`src/rtl/line_cmd_parser_pkg.sv`:
```
// Shared types and ASCII constants for the row-load command parser and the
// debugger command path.
package line_cmd_parser_pkg;

    typedef enum logic [2:0] {
        IDLE,
        ROW_HI,
        ROW_LO,
        DATA_HI,
        DATA_LO,
        EOL
    } parser_state_e;

    localparam logic [7:0] CMD_LOAD = 8'h4C;
    localparam logic [7:0] CHAR_LF  = 8'h0A;
    localparam logic [7:0] CHAR_CR  = 8'h0D;

    // Framebuffer address is {row, byte_idx}.
    localparam int ROW_W = 5;
    localparam int IDX_W = 7;

    function automatic logic is_term(input logic [7:0] c);
        return (c == CHAR_LF) || (c == CHAR_CR);
    endfunction

endpackage

```
`src/rtl/line_cmd_parser_if.sv`:
```
// Byte-stream input, framebuffer port-A write and status signals of the parser.
// The parser drives the master modport; its environment uses the slave side.
interface line_cmd_parser_if #(
    parameter int ADDR_WIDTH = 12
);
    logic [7:0]            rx_data;
    logic                  rx_valid;
    logic [ADDR_WIDTH-1:0] ram_address;
    logic [7:0]            ram_data_out;
    logic                  ram_write_enable;
    logic                  ram_clk_enable;
    logic                  busy;
    logic                  line_done;
    logic                  line_error;

    modport master (
        input  rx_data, rx_valid,
        output ram_address, ram_data_out, ram_write_enable, ram_clk_enable,
        output busy, line_done, line_error
    );

    modport slave (
        output rx_data, rx_valid,
        input  ram_address, ram_data_out, ram_write_enable, ram_clk_enable,
        input  busy, line_done, line_error
    );
endinterface

```
`src/rtl/line_cmd_parser_ascii_hex_decode.sv`:
```
// Combinational ASCII digit decoder: value plus hex/decimal classification.
// Shared with the debugger command path.
module ascii_hex_decode
    import line_cmd_parser_pkg::*;
(
    input  logic [7:0] char_i,
    output logic [3:0] value_o,
    output logic       is_hex_o,
    output logic       is_dec_o
);

    // 'a'-'f' and 'A'-'F' both have low nibble 1..6, so value = nibble + 9.
    always_comb begin
        value_o  = 4'd0;
        is_hex_o = 1'b0;
        is_dec_o = 1'b0;
        if (char_i >= 8'h30 && char_i <= 8'h39) begin
            value_o  = char_i[3:0];
            is_hex_o = 1'b1;
            is_dec_o = 1'b1;
        end else if ((char_i >= 8'h61 && char_i <= 8'h66) ||
                     (char_i >= 8'h41 && char_i <= 8'h46)) begin
            value_o  = char_i[3:0] + 4'd9;
            is_hex_o = 1'b1;
        end
    end

endmodule

```
`src/rtl/line_cmd_parser.sv`:
```
// Parses "L<rr><hex...><CR|LF>" row-load commands into framebuffer byte writes.
// Optional saturating error counter enabled by LINE_CMD_PARSER_ERRCNT_EN.
//
// state   | meaning
// IDLE    | waiting for 'L', everything else ignored
// ROW_HI  | expecting row tens digit
// ROW_LO  | expecting row units digit, range check
// DATA_HI | expecting high nibble of next byte
// DATA_LO | expecting low nibble, issues the write
// EOL     | expecting CR or LF
module line_cmd_parser
    import line_cmd_parser_pkg::*;
#(
    parameter int ROWS       = 32,
    parameter int ROW_BYTES  = 128,
    parameter int ADDR_WIDTH = 12
) (
    input  logic                    clk_in,
    input  logic                    reset,
    line_cmd_parser_if.master       bus
`ifdef LINE_CMD_PARSER_ERRCNT_EN
    ,
    output logic [7:0]              error_count,
    input  logic                    error_count_clear
`endif
);

    localparam logic [IDX_W-1:0] IDX_LAST = IDX_W'(ROW_BYTES - 1);

    parser_state_e         state_q;
    logic [3:0]            tens_q;
    logic [3:0]            hi_nib_q;
    logic [ROW_W-1:0]      row_q;
    logic [IDX_W-1:0]      byte_idx_q;
    logic [ADDR_WIDTH-1:0] addr_q;
    logic [7:0]            data_q;
    logic                  we_q;
    logic                  done_q;
    logic                  err_q;

    logic [3:0] nib;
    logic       is_hex;
    logic       is_dec;
    logic [6:0] row_sum;

    ascii_hex_decode u_hex (
        .char_i   (bus.rx_data),
        .value_o  (nib),
        .is_hex_o (is_hex),
        .is_dec_o (is_dec)
    );

    // Up to 99, so 7 bits before the range check.
    assign row_sum = 7'(tens_q) * 7'd10 + 7'(nib);

    always_ff @(posedge clk_in or negedge reset) begin
        if (!reset) begin
            state_q    <= IDLE;
            tens_q     <= '0;
            hi_nib_q   <= '0;
            row_q      <= '0;
            byte_idx_q <= '0;
            addr_q     <= '0;
            data_q     <= '0;
            we_q       <= 1'b0;
            done_q     <= 1'b0;
            err_q      <= 1'b0;
        end else begin
            we_q   <= 1'b0;
            done_q <= 1'b0;
            err_q  <= 1'b0;
            if (bus.rx_valid) begin
                if (bus.rx_data == CMD_LOAD) begin
                    // 'L' always restarts; mid-line it also aborts the old line.
                    err_q   <= (state_q != IDLE);
                    state_q <= ROW_HI;
                end else begin
                    case (state_q)
                        IDLE: ;
                        ROW_HI: begin
                            if (is_dec) begin
                                tens_q  <= nib;
                                state_q <= ROW_LO;
                            end else begin
                                err_q   <= 1'b1;
                                state_q <= IDLE;
                            end
                        end
                        ROW_LO: begin
                            if (is_dec && row_sum < 7'(ROWS)) begin
                                row_q      <= row_sum[ROW_W-1:0];
                                byte_idx_q <= '0;
                                state_q    <= DATA_HI;
                            end else begin
                                err_q   <= 1'b1;
                                state_q <= IDLE;
                            end
                        end
                        DATA_HI: begin
                            if (is_hex) begin
                                hi_nib_q <= nib;
                                state_q  <= DATA_LO;
                            end else begin
                                err_q   <= 1'b1;
                                state_q <= IDLE;
                            end
                        end
                        DATA_LO: begin
                            if (is_hex) begin
                                we_q   <= 1'b1;
                                addr_q <= ADDR_WIDTH'({row_q, byte_idx_q});
                                data_q <= {hi_nib_q, nib};
                                if (byte_idx_q == IDX_LAST) begin
                                    state_q <= EOL;
                                end else begin
                                    byte_idx_q <= byte_idx_q + 1'b1;
                                    state_q    <= DATA_HI;
                                end
                            end else begin
                                err_q   <= 1'b1;
                                state_q <= IDLE;
                            end
                        end
                        EOL: begin
                            done_q  <= is_term(bus.rx_data);
                            err_q   <= !is_term(bus.rx_data);
                            state_q <= IDLE;
                        end
                        default: state_q <= IDLE;
                    endcase
                end
            end
        end
    end

    assign bus.ram_address      = addr_q;
    assign bus.ram_data_out     = data_q;
    assign bus.ram_write_enable = we_q;
    assign bus.ram_clk_enable   = we_q;
    assign bus.busy             = (state_q != IDLE);
    assign bus.line_done        = done_q;
    assign bus.line_error       = err_q;

`ifdef LINE_CMD_PARSER_ERRCNT_EN
    logic [7:0] err_cnt_q;

    always_ff @(posedge clk_in or negedge reset) begin
        if (!reset) begin
            err_cnt_q <= '0;
        end else if (error_count_clear) begin
            err_cnt_q <= '0;
        end else if (err_q && err_cnt_q != 8'hFF) begin
            err_cnt_q <= err_cnt_q + 8'd1;
        end
    end

    assign error_count = err_cnt_q;
`endif

endmodule

```
`src/flat_wrapper.sv`:
```
// flat-port wrapper written by rule: the top's interface ports become plain ports
module line_cmd_parser_flat import line_cmd_parser_pkg::*;
#(
    parameter int ROWS       = 32,
    parameter int ROW_BYTES  = 128,
    parameter int ADDR_WIDTH = 12
)
  (clk_in, reset, bus_rx_data, bus_rx_valid, bus_ram_address, bus_ram_data_out, bus_ram_write_enable, bus_ram_clk_enable, bus_busy, bus_line_done, bus_line_error);
  line_cmd_parser_if #(.ADDR_WIDTH(ADDR_WIDTH)) bus_i ();
  input  logic clk_in;
  input  logic reset;
  input wire logic [$bits(bus_i.rx_data)-1:0] bus_rx_data;
  input wire logic [$bits(bus_i.rx_valid)-1:0] bus_rx_valid;
  output wire logic [$bits(bus_i.ram_address)-1:0] bus_ram_address;
  output wire logic [$bits(bus_i.ram_data_out)-1:0] bus_ram_data_out;
  output wire logic [$bits(bus_i.ram_write_enable)-1:0] bus_ram_write_enable;
  output wire logic [$bits(bus_i.ram_clk_enable)-1:0] bus_ram_clk_enable;
  output wire logic [$bits(bus_i.busy)-1:0] bus_busy;
  output wire logic [$bits(bus_i.line_done)-1:0] bus_line_done;
  output wire logic [$bits(bus_i.line_error)-1:0] bus_line_error;
  assign bus_i.rx_data = bus_rx_data;
  assign bus_i.rx_valid = bus_rx_valid;
  assign bus_ram_address = bus_i.ram_address;
  assign bus_ram_data_out = bus_i.ram_data_out;
  assign bus_ram_write_enable = bus_i.ram_write_enable;
  assign bus_ram_clk_enable = bus_i.ram_clk_enable;
  assign bus_busy = bus_i.busy;
  assign bus_line_done = bus_i.line_done;
  assign bus_line_error = bus_i.line_error;
  line_cmd_parser #(.ROWS(ROWS), .ROW_BYTES(ROW_BYTES), .ADDR_WIDTH(ADDR_WIDTH)) u_core (.clk_in(clk_in), .reset(reset), .bus(bus_i));
endmodule
```
`config.mk`:
```
export PLATFORM = sky130hd
export DESIGN_NAME = line_cmd_parser_flat
export DESIGN_NICKNAME = d
export VERILOG_FILES = /design/src/rtl/line_cmd_parser_pkg.sv /design/src/rtl/line_cmd_parser_if.sv /design/src/rtl/line_cmd_parser_ascii_hex_decode.sv /design/src/rtl/line_cmd_parser.sv /design/src/flat_wrapper.sv
export SDC_FILE = /design/constraint.sdc
export NUM_CORES = 1
export LEC_CHECK = 0
export ABC_CLOCK_PERIOD_IN_PS = 2400
export BUFFER_PORTS_ARGS = -buffer_cell sky130_fd_sc_hd__buf_2
export CAP_MARGIN = 20
export CELL_PAD_IN_SITES_DETAIL_PLACEMENT = 0
export CELL_PAD_IN_SITES_GLOBAL_PLACEMENT = 2
export CORE_ASPECT_RATIO = 0.9
export CORE_MARGIN = 3
export CORE_UTILIZATION = 35
export DETAILED_ROUTE_END_ITERATION = 7
export GPL_TIMING_DRIVEN = 0
export PLACE_DENSITY = 0.85
export SYNTH_ARGS = -nofsm -noshare
export SYNTH_HDL_FRONTEND = slang
export SYNTH_HIERARCHICAL = 1
export SYNTH_SLANG_ARGS = --single-unit
```
`constraint.sdc`:
```
create_clock -name clk_in -period 2.4 [get_ports clk_in]
set_input_delay 0.24 -clock clk_in [delete_from_list [all_inputs] [get_ports clk_in]]
set_output_delay 0.24 -clock clk_in [all_outputs]
set_load 0.02 [all_outputs]
```
==> impl_results.md, run 1 <==
* Netlist cell types at 54
* Gr usage total at 0.1257
* Status: finished, violations left
* Min Tclk post-route at 2566 ps
* Kind of critical path: flip-flop to flip-flop
* Failing checks: negative setup slack
* Syn_nets at 236
* Crit-path slowest cell: fa_1
* Initial antenna violation count at 0
* Vias in the first global route at 1820
* Max-Cap Viols at 0
* Leak at 1.738 nW
* Post-layout net count at 296
* Worst EP required at 2590 ps
* Synth Register Bits at 46
* Post-Synthesis Cell Area at 0.002621 mm²
* Via count at 1813
* Met3 Track Usage GR at 0.02070
* Initial DRC count at 66
* Crit start category: flip-flop
* TritonCTS buffer count at 5
* CP Data Arrival Time at 2760 ps
* Pins Over Slew Limit at 0
* Max_slew headroom at 0.5897
* Fin Hold WS at 235.6 ps
* Clk_lat worst skew at 300 ps
* Ports at 36
* WL final at 5.204 mm
* Vias/cell at 4.954
* Sink Count at 46
* Layout Skew at 6.766 ps
* Die ar. at 0.008565 mm²
* Syn avg cell area at 12.36 µm²
* Filler cells at 659
* Worst hold path type: input pin to flip-flop
* Tcrit/Tclk final at 1.069
* Layout Utilization at 0.4663
* Peak VDD IR at 0.0002146 V
* GR peak layer: met2
* Final Instance Area at 0.003333 mm²
* Die Y-Extent at 88.10 µm
* Total gr overflow at 0
* Port Buffer Count at 35
* Htree depth at 2
* Post-DP Area at 0.002990 mm²
* GRT met2 Usage at 0.2036
* Register area at 0.001151 mm²
* Ratio of cells with drive above 1 in the final layout at 0.4762
* TritonRoute pass-1 iters at 4
* First-pass GRT wire length at 8.914 mm
* Met1 Resource Use GR at 0.1766
* RSZ-0062 raised after global routing: yes
* Reg clk slew, reported paths at 90 ps
* Final WS setup at -166.5 ps
* Syn-to-layout area delta at 27.16%
* Highest-count cells in the layout ignoring fill and taps: dfrtp_1, buf_2, mux2_4
* Core area at 0.007148 mm²
* Seq/Total Area, Yosys at 0.4391
* Number of flops mapped to enable cells by yosys at 0
* Final setup violation count at 12
* CTS root buf: clkbuf_8
* CP cell instances: ha_1 > ha_2 > fa_1 > nand2_1 > a21oi_2 > xnor2_2 > o21ai_4 > nand3_4 > mux2_4
* CP peak stage delay at 510 ps
* Routability cong. at 0.7405
* Gate Count Post-Synth at 212
* Pre-CTS WS at -714.4 ps
* Clk buf depth at 2
* Largest net degree at the start of global routing at 47
* Initial core utilization at 0.3667
* Slew @ Worst Pin at 609.1 ps
* CTS tree: yes
* Most common cell after layout, fill and taps aside: dfrtp_1
* HPWL Detailed at 3.682 mm
* # diodes at 0
* Ys Warns at 6
* Final Hold Fails at 0
* Std-Cell Rows at 29
* Ys async rst share at 1.000
* Max frequency at 389.6 MHz
* CP Capture Type: flip-flop
* Synth Flop Type: dfrtp_1
* Worst-path fanout max at 5
* Multi-input logic area at 0.001480 mm²
* PD cells at 474.3 mW/mm²
* Die X at 97.22 µm
* DRT antenna net count at 0
* DR DRC count at 0
* WL per Instance at 14.22 µm
==> worst max-delay path, delay by kind of cell, from the launching register on <==
kind,cells,cell delay (ps)
xor+xnor,1,110
flops,1,400
mux,1,330
compound gates,2,410
simple gates,2,230
fa+ha+maj,3,990
==> flip-flops by register name, summed over array words and instances, names as in the netlist <==
register and count:
u_core/bus.ram_data_out 8, u_core/byte_idx_q 7, u_core/hi_nib_q 4, u_core/bus.ram_clk_enable 1
u_core/bus.ram_address 12, u_core/bus.line_done 1, u_core/row_q 5, u_core/state_q 3
u_core/tens_q 4, u_core/bus.line_error 1
==> cell type report <==
class	instances	share of cell area
multi-input cells	149	0.4441
repair buffers	53	0.1100
clock buffers	5	0.02065
plain buffers	4	0.01051
inverters	13	0.02140
well taps	93	0.03491
clock inverters	3	0.01314
flip-flops and latches	46	0.3453
==> layer usage <==
layer	wire length (µm)	up-vias	part of all wire
met5	0	-	0
met4	29	0	0.0056
met3	175	2	0.034
met2	2325	36	0.45
met1	2673	881	0.51
li1	-	894	-
==> path summary, 6_finish.rpt <==
check / startpoint / end / slack [ps] / cells after the start
worst min register to register: u_core/hi_nib_q[0]$_DFFE_PN0P_ / u_core/bus.ram_data_out[4]$_DFFE_PN0P_ / 510 / 1
max in group asynchronous: reset / u_core/hi_nib_q[2]$_DFFE_PN0P_ / 1490 / 3
worst max-delay path: u_core/tens_q[3]$_DFFE_PN0P_ / u_core/row_q[2]$_DFFE_PN0P_ / -170 / 9
min in group asynchronous: reset / u_core/bus.ram_address[0]$_DFFE_PN0P_ / 410 / 2
worst min-delay path: bus_rx_valid / u_core/state_q[1]$_DFFE_PN0P_ / 240 / 2
worst max register to register: u_core/tens_q[3]$_DFFE_PN0P_ / u_core/row_q[2]$_DFFE_PN0P_ / -170 / 9
==> power breakdown <==
part | switching [mW] | leakage (nW) | total [mW] | internal (mW)
Sequential | 0.0247 | 0.640 | 0.814 | 0.789
Combinational | 0.113 | 1.04 | 0.190 | 0.0770
Clock | 0.265 | 0.0585 | 0.577 | 0.312
==> cell usage after synthesis (2+ instances only) <==
master	n	area (µm²)
dfrtp_1	46	1151
mux2_4	25	375.4
a21oi_1	12	60.06
nand2_1	12	45.04
ha_1	11	137.6
inv_1	11	41.29
mux2_2	9	101.4
nand3_1	8	40.04
and3_1	6	37.54
o21ai_0	6	30.03
nor2_1	4	15.01
nor2b_1	4	25.02
o2bb2ai_1	4	35.03
a31oi_1	3	18.77
and2_1	3	18.77
xnor2_1	3	26.28
a2111oi_0	2	17.52
buf_6	2	22.52
fa_1	2	40.04
inv_2	2	7.510
nand2_2	2	12.51
nand4_2	2	25.02
nor3b_1	2	15.01
==> through the flow <==
step                total power [mW]  instances  TNS, ps
floorplan                     0.9251        212    -1333
global placement              0.9938        340    -8777
global route                   1.660        366    -2998
finish                         1.581        366    -1084
detailed placement            0.9969        340    -8719
CTS                            1.603        362    -1050
==> cells by family (layout without fill, tap and decap cells) <==
kind of cell | count (synthesis) | after routing | share of synthesized area
AND/OR/NAND/NOR | 58 | 58 | 0.1504
flip-flops | 46 | 46 | 0.4391
multiplexers | 34 | 34 | 0.1819
XOR/XNOR | 4 | 4 | 0.01337
AO/OA/AOI/OAI | 40 | 40 | 0.1155
adder cells (fa/ha/maj) | 13 | 13 | 0.06778
buffers and inverters | 17 | 78 | 0.03198
==> timing repair <==
action,CTS,global route
setup buffers,14,2
endpoints found under the setup margin,15,15
pin swaps,10,2
hold buffers,0,1
endpoints found under the hold margin,0,16
gates resized for setup,18,1
Note: power is estimated with default switching activity, not from simulation.
==> run 2: changes to the inputs <==
--- a/config.mk
+++ b/config.mk
@@ -16,6 +16,7 @@
 export DETAILED_ROUTE_END_ITERATION = 7
 export GPL_TIMING_DRIVEN = 0
 export PLACE_DENSITY = 0.85
+export SKIP_CTS_REPAIR_TIMING = 1
 export SYNTH_ARGS = -nofsm -noshare
 export SYNTH_HDL_FRONTEND = slang
 export SYNTH_HIERARCHICAL = 1
==> impl_results.md, run 2 (synthesis gave the netlist of run 1 again) <==
* Status: finished, violations left
* Failing checks: negative setup slack
* CP Buf/Inv Count at 2 (+2)
* Sink Count at 46 (unchanged)
* Final Hold Fails at 0 (unchanged)
* CP Capture Type: flip-flop
* Slew @ Worst Pin at 607.0 ps (-2.084 ps)
* Hold path cells at 2 (unchanged)
* Worst hold start: bus_rx_valid
* FF-to-FF path depth at 9 (unchanged)
* RSZ-0062 raised after global routing: yes
* Leak at 1.714 nW (-1.4%)
* Layout Utilization at 0.4647 (-0.001575)
* # diodes at 0 (unchanged)
* TritonCTS buffer count at 5 (unchanged)
* Register area at 0.001152 mm² (+0.11%)
* Max frequency at 376.6 MHz (-3.4%)
* Die ar. at 0.008565 mm² (unchanged)
* Die X at 97.22 µm (unchanged)
* Largest delay share family, worst path: compound AO/OA/AOI/OAI gates
* Max-Cap Viols at 0 (unchanged)
* Worst hold path type: input pin to flip-flop
* DR WL met3 at 173 µm (-1.1%)
* Final setup violation count at 12 (unchanged)
* Most common cell after layout, fill and taps aside: dfrtp_1
* Clk_lat worst skew at 300 ps (about the same)
* TritonRoute pass-1 iters at 4 (unchanged)
* Routability cong. at 0.7405 (unchanged)
* WL per Instance at 14.46 µm (+1.7%)
* CP cell instances: buf_12 > inv_8 > ha_4 > o21ba_4 > o21ai_4 > o22ai_4 > ha_4 > fa_2 > a21oi_2 > nor3_1 > nand3b_1 > o21ai_4 > nand3_4 > mux2_4
* Ports at 36 (unchanged)
* CTS root buf: clkbuf_8
* Initial core utilization at 0.3667 (unchanged)
* Multi-input logic area at 0.001500 mm² (+1.4%)
* Total gr overflow at 0 (unchanged)
* Gr usage total at 0.1221 (-0.003586)
* Max_slew headroom at 0.5911 (+0.001404)
* Reg clk slew, reported paths at 90 ps (about the same)
* Initial DRC count at 90 (+36%)
* WL met2 at 2.309 mm (-0.69%)
* CP peak stage delay at 410 ps (-100 ps)
* Crit start category: input pin
* Final Instance Area at 0.003322 mm² (-0.34%)
* Filler cells at 662 (+0.46%)
* Post-layout net count at 292 (-1.4%)
* Post-DP Area at 0.002990 mm² (unchanged)
* Highest-count cells in the layout ignoring fill and taps: dfrtp_1, buf_2, mux2_4
* Final WS setup at -255.5 ps (-88.99 ps)
* Die Y-Extent at 88.10 µm (unchanged)
* Vias in the first global route at 1732 (-4.8%)
* PD cells at 476.3 mW/mm² (+0.42%)
* R2R setup slack at -180 ps (about the same)
* Pre-CTS WS at -714.4 ps (unchanged)
* Total Power at 1.582 mW (about the same)
* Min Tclk post-route at 2655 ps (+88.99 ps)
* Ratio of cells with drive above 1 in the final layout at 0.4721 (-0.004072)
* Placed insts at 340 (unchanged)
* Via count at 1795 (-0.99%)
* Reg2reg end: u_core/row_q[2]$_DFFE_PN0P_
* Met1 wire length at 2.706 mm (+1.2%)
* First-pass GRT wire length at 8.659 mm (-2.9%)
* Hold Path End: u_core/state_q[1]$_DFFE_PN0P_
* Core area at 0.007148 mm² (unchanged)
* Worst EP required at 2590 ps (about the same)
* Max reg flops at 12 (unchanged)
* CTS tree: yes
* Largest net degree at the start of global routing at 47 (unchanged)
* HPWL Detailed at 3.682 mm (unchanged)
* Top layer in use: met4
* Std-Cell Rows at 29 (unchanged)
* Clk buf depth at 2 (unchanged)
* Htree depth at 2 (unchanged)
* CP Data Arrival Time at 2850 ps (+90 ps)
* WL final at 5.234 mm (+0.58%)
* RR Startpoint: u_core/tens_q[1]$_DFFE_PN0P_
* Initial antenna violation count at 0 (unchanged)
* Port Buffer Count at 35 (unchanged)
* Worst-path fanout max at 6 (+1)
* Finished Layout Cells at 362 (-1.1%)
* Tcrit/Tclk final at 1.106 (+0.03708)
* Peak VDD IR at 0.0002039 V (-5.0%)
* Vias/cell at 4.959 (+0.10%)
* DR DRC count at 0 (unchanged)
* DRT antenna net count at 0 (unchanged)
* Kind of critical path: input pin to flip-flop
* Syn-to-layout area delta at 26.73%
* Pins Over Slew Limit at 0 (unchanged)
* Layout Skew at 5.445 ps (-1.322 ps)
* Crit-path slowest cell: fa_2
run 2: cell count changes in the layout (fill, tap and decap cells not counted), sizes merged:
cell,change
buf,-4
run 2: final cells by class:
type                            instances  area share
Multi-Input combinational cell        149      0.4516
Sequential cell                        46      0.3469
Timing Repair Buffer                   49      0.1013
Tap cell                               93     0.03503
Clock buffer                            5     0.02072
Inverter                               13     0.02072
Clock inverter                          3     0.01318
Buffer                                  4     0.01055
run 2: worst max-delay path by stage:
stage / startpoint / endpoint / cells past startpoint
2_1_floorplan: bus_rx_data[1] / u_core/row_q[0]$_DFFE_PN0P_ / 13
3_3_place_gp: bus_rx_data[0] / u_core/byte_idx_q[1]$_DFFE_PN0P_ / 14
3_5_place_dp: bus_rx_data[0] / u_core/row_q[3]$_DFFE_PN0P_ / 14
4_1_cts: bus_rx_data[0] / u_core/byte_idx_q[1]$_DFFE_PN0P_ / 14
5_1_grt: bus_rx_data[0] / u_core/row_q[4]$_DFFE_PN0P_ / 14
6_report: bus_rx_data[0] / u_core/row_q[2]$_DFFE_PN0P_ / 14
run 2: worst register-to-register path, delay by kind of cell, from the launching register on:
family                   cells  cell delay [ps]
XOR/XNOR                     1              100
multiplexers                 1              330
AND/OR/NAND/NOR              2              240
flip-flops                   1              460
AO/OA/AOI/OAI                2              380
adder cells (fa/ha/maj)      3              970
run 2: routing by layer:
metal / global-route usage / vias to the layer above
met1: 0.1781 / 872
met3: 0.02070 / 4
met2: 0.1886 / 31
met4: 0.03396 / 0
li1: - / 888
met5: 0 / -
run 2: stage by stage:
step	hold slack [ps]	setup TNS, ps
after floorplan	-55.59	-1333
after detailed placement	480.3	-8719
after global routing	242.4	-3588
after global placement	472.3	-8777
after CTS	151.0	-3915
final	231.2	-2077
run 2: power breakdown:
group	internal (mW)	leakage, nW	switching, mW
registers	0.789	0.638	0.0255
logic	0.0763	1.02	0.112
clock network	0.312	0.0585	0.267
total	1.18	1.71	0.404
==> run 3: changes to the inputs <==
--- a/config.mk
+++ b/config.mk
@@ -13,9 +13,10 @@
 export CORE_ASPECT_RATIO = 0.9
 export CORE_MARGIN = 3
 export CORE_UTILIZATION = 35
+export CTS_CLUSTER_DIAMETER = 80
 export DETAILED_ROUTE_END_ITERATION = 7
 export GPL_TIMING_DRIVEN = 0
-export PLACE_DENSITY = 0.85
+export PLACE_DENSITY_LB_ADDON = 0.1
 export SKIP_CTS_REPAIR_TIMING = 1
 export SYNTH_ARGS = -nofsm -noshare
 export SYNTH_HDL_FRONTEND = slang
==> impl_results.md, run 3 (synthesis gave the netlist of run 1 again) <==
* Status: finished, violations left
* Failing checks: negative setup slack
* Setup TNS at -2012 ps (+65.29 ps)
* Max-Cap Viols at 0 (unchanged)
* WL per Instance at 14.74 µm (+2.0%)
* CP Capture Type: flip-flop
* Std-Cell Rows at 29 (unchanged)
* Final setup violation count at 13 (+1)
* CTS root buf: clkbuf_8
* Crit start category: input pin
* Pins Over Slew Limit at 0 (unchanged)
* Placed insts at 340 (unchanged)
* Post-layout net count at 290 (-0.68%)
* TritonRoute pass-1 iters at 4 (unchanged)
* Gr usage total at 0.1274 (+0.005334)
* Leak at 1.704 nW (-0.61%)
* RSZ-0062 raised after global routing: yes
* Pre-CTS WS at -773.6 ps (-59.12 ps)
* Total gr overflow at 0 (unchanged)
* Fin Hold WS at 233.2 ps (+2.027 ps)
* Ratio of cells with drive above 1 in the final layout at 0.4682 (-0.003954)
* Min Tclk post-route at 2605 ps (-50.69 ps)
* CP Data Arrival Time at 2800 ps (-50 ps)
* Die Y-Extent at 88.10 µm (unchanged)
* DR DRC count at 0 (unchanged)
* CTS tree: yes
* HPWL Detailed at 3.832 mm (+4.1%)
* Largest net degree at the start of global routing at 47 (unchanged)
* Final Instance Area at 0.003312 mm² (-0.30%)
* Highest-count cells in the layout ignoring fill and taps: dfrtp_1, buf_2, mux2_4
* Core area at 0.007148 mm² (unchanged)
* RR Startpoint: u_core/tens_q[1]$_DFFE_PN0P_
* CP startpoint: bus_rx_data[1]
* TritonCTS buffer count at 5 (unchanged)
* Final WS setup at -204.8 ps (+50.69 ps)
* Tcrit/Tclk final at 1.085 (-0.02112)
* Sink Count at 46 (unchanged)
* Slew @ Worst Pin at 671.8 ps (+64.82 ps)
* Ports at 36 (unchanged)
* PD cells at 452.9 mW/mm² (-4.9%)
* DRT antenna net count at 0 (unchanged)
* Worst hold path type: input pin to flip-flop
* Routability cong. at 0.8056 (+8.8%)
* WL final at 5.307 mm (+1.4%)
* Post-DP Area at 0.002990 mm² (unchanged)
* Reg clk slew, reported paths at 90 ps (about the same)
* Total Power at 1.500 mW (-5.2%)
* Final Hold Fails at 0 (unchanged)
* Filler cells at 670 (+1.2%)
* Syn-to-layout area delta at 26.35%
* Finished Layout Cells at 360 (-0.55%)
* Worst-path fanout max at 6 (unchanged)
* Port Buffer Count at 35 (unchanged)
* Initial antenna violation count at 0 (unchanged)
* Vias/cell at 4.964 (+0.11%)
* Layout Skew at 4.917 ps (-0.5280 ps)
* Via count at 1787 (-0.45%)
* # diodes at 0 (unchanged)
* Kind of critical path: input pin to flip-flop
* Max reg flops at 12 (unchanged)
* Max_slew headroom at 0.5474 (-0.04367)
* Most common cell after layout, fill and taps aside: dfrtp_1
* Die X at 97.22 µm (unchanged)
* Worst hold start: bus_rx_valid
* Initial DRC count at 56 (-38%)
* First-pass GRT wire length at 8.756 mm (+1.1%)
* Vias in the first global route at 1700 (-1.8%)
* Initial core utilization at 0.3667 (unchanged)
* Htree depth at 2 (unchanged)
* Die ar. at 0.008565 mm² (unchanged)
* Peak VDD IR at 0.0002390 V (+17%)
* Max frequency at 383.9 MHz (+1.9%)
* Worst EP required at 2590 ps (about the same)
* Clk_lat worst skew at 300 ps (about the same)
* Clk buf depth at 2 (unchanged)
* Layout Utilization at 0.4633 (-0.001401)
run 3: layer usage:
metal | global-route usage | wire, µm | up-vias
li1 | - | - | 878
met1 | 0.1904 | 2743 | 876
met2 | 0.1836 | 2351 | 29
met3 | 0.02707 | 153 | 4
met4 | 0.04151 | 58 | 0
met5 | 0 | 0 | -
run 3: layout make-up:
| type | count | area [µm²] | share of cell area |
|---|---|---|---|
| multi-input combinational | 149 | 1505 | 0.4545 |
| inverter | 13 | 68.82 | 0.02078 |
| timing repair buffer | 47 | 339.1 | 0.1024 |
| sequential | 46 | 1152 | 0.3479 |
| tap | 93 | 116.4 | 0.03513 |
| buffer | 4 | 35.03 | 0.01058 |
| clock inverter | 2 | 12.51 | 0.003778 |
| clock buffer | 6 | 82.58 | 0.02493 |
run 3: critical path, stage by stage:
cell and delay [ps]:
buf_12 100, inv_12 30, ha_4 160, o21ba_4 220, o21ai_4 170, o22ai_4 110, ha_4 180, fa_2 360
a21oi_2 170, nor3_1 60, nand3b_1 220, o21ai_4 270, buf_12 150, nand2_8 50, mux2_4 300
run 3: final timing paths:
path / end / cells past startpoint / slack [ps]
worst max-delay path: u_core/byte_idx_q[1]$_DFFE_PN0P_ / 15 / -200
worst min-delay path: u_core/state_q[1]$_DFFE_PN0P_ / 2 / 230
worst max register to register: u_core/byte_idx_q[1]$_DFFE_PN0P_ / 10 / -160
worst min register to register: u_core/bus.ram_data_out[4]$_DFFE_PN0P_ / 1 / 510
max in group asynchronous: u_core/tens_q[1]$_DFFE_PN0P_ / 3 / 1560
min in group asynchronous: u_core/bus.ram_address[1]$_DFFE_PN0P_ / 2 / 340
run 3: report_power, final:
group / total, mW / internal (mW) / switching [mW]
logic: 0.188 / 0.0765 / 0.112
registers: 0.813 / 0.789 / 0.0237
clock network: 0.499 / 0.232 / 0.267
total: 1.50 / 1.10 / 0.403
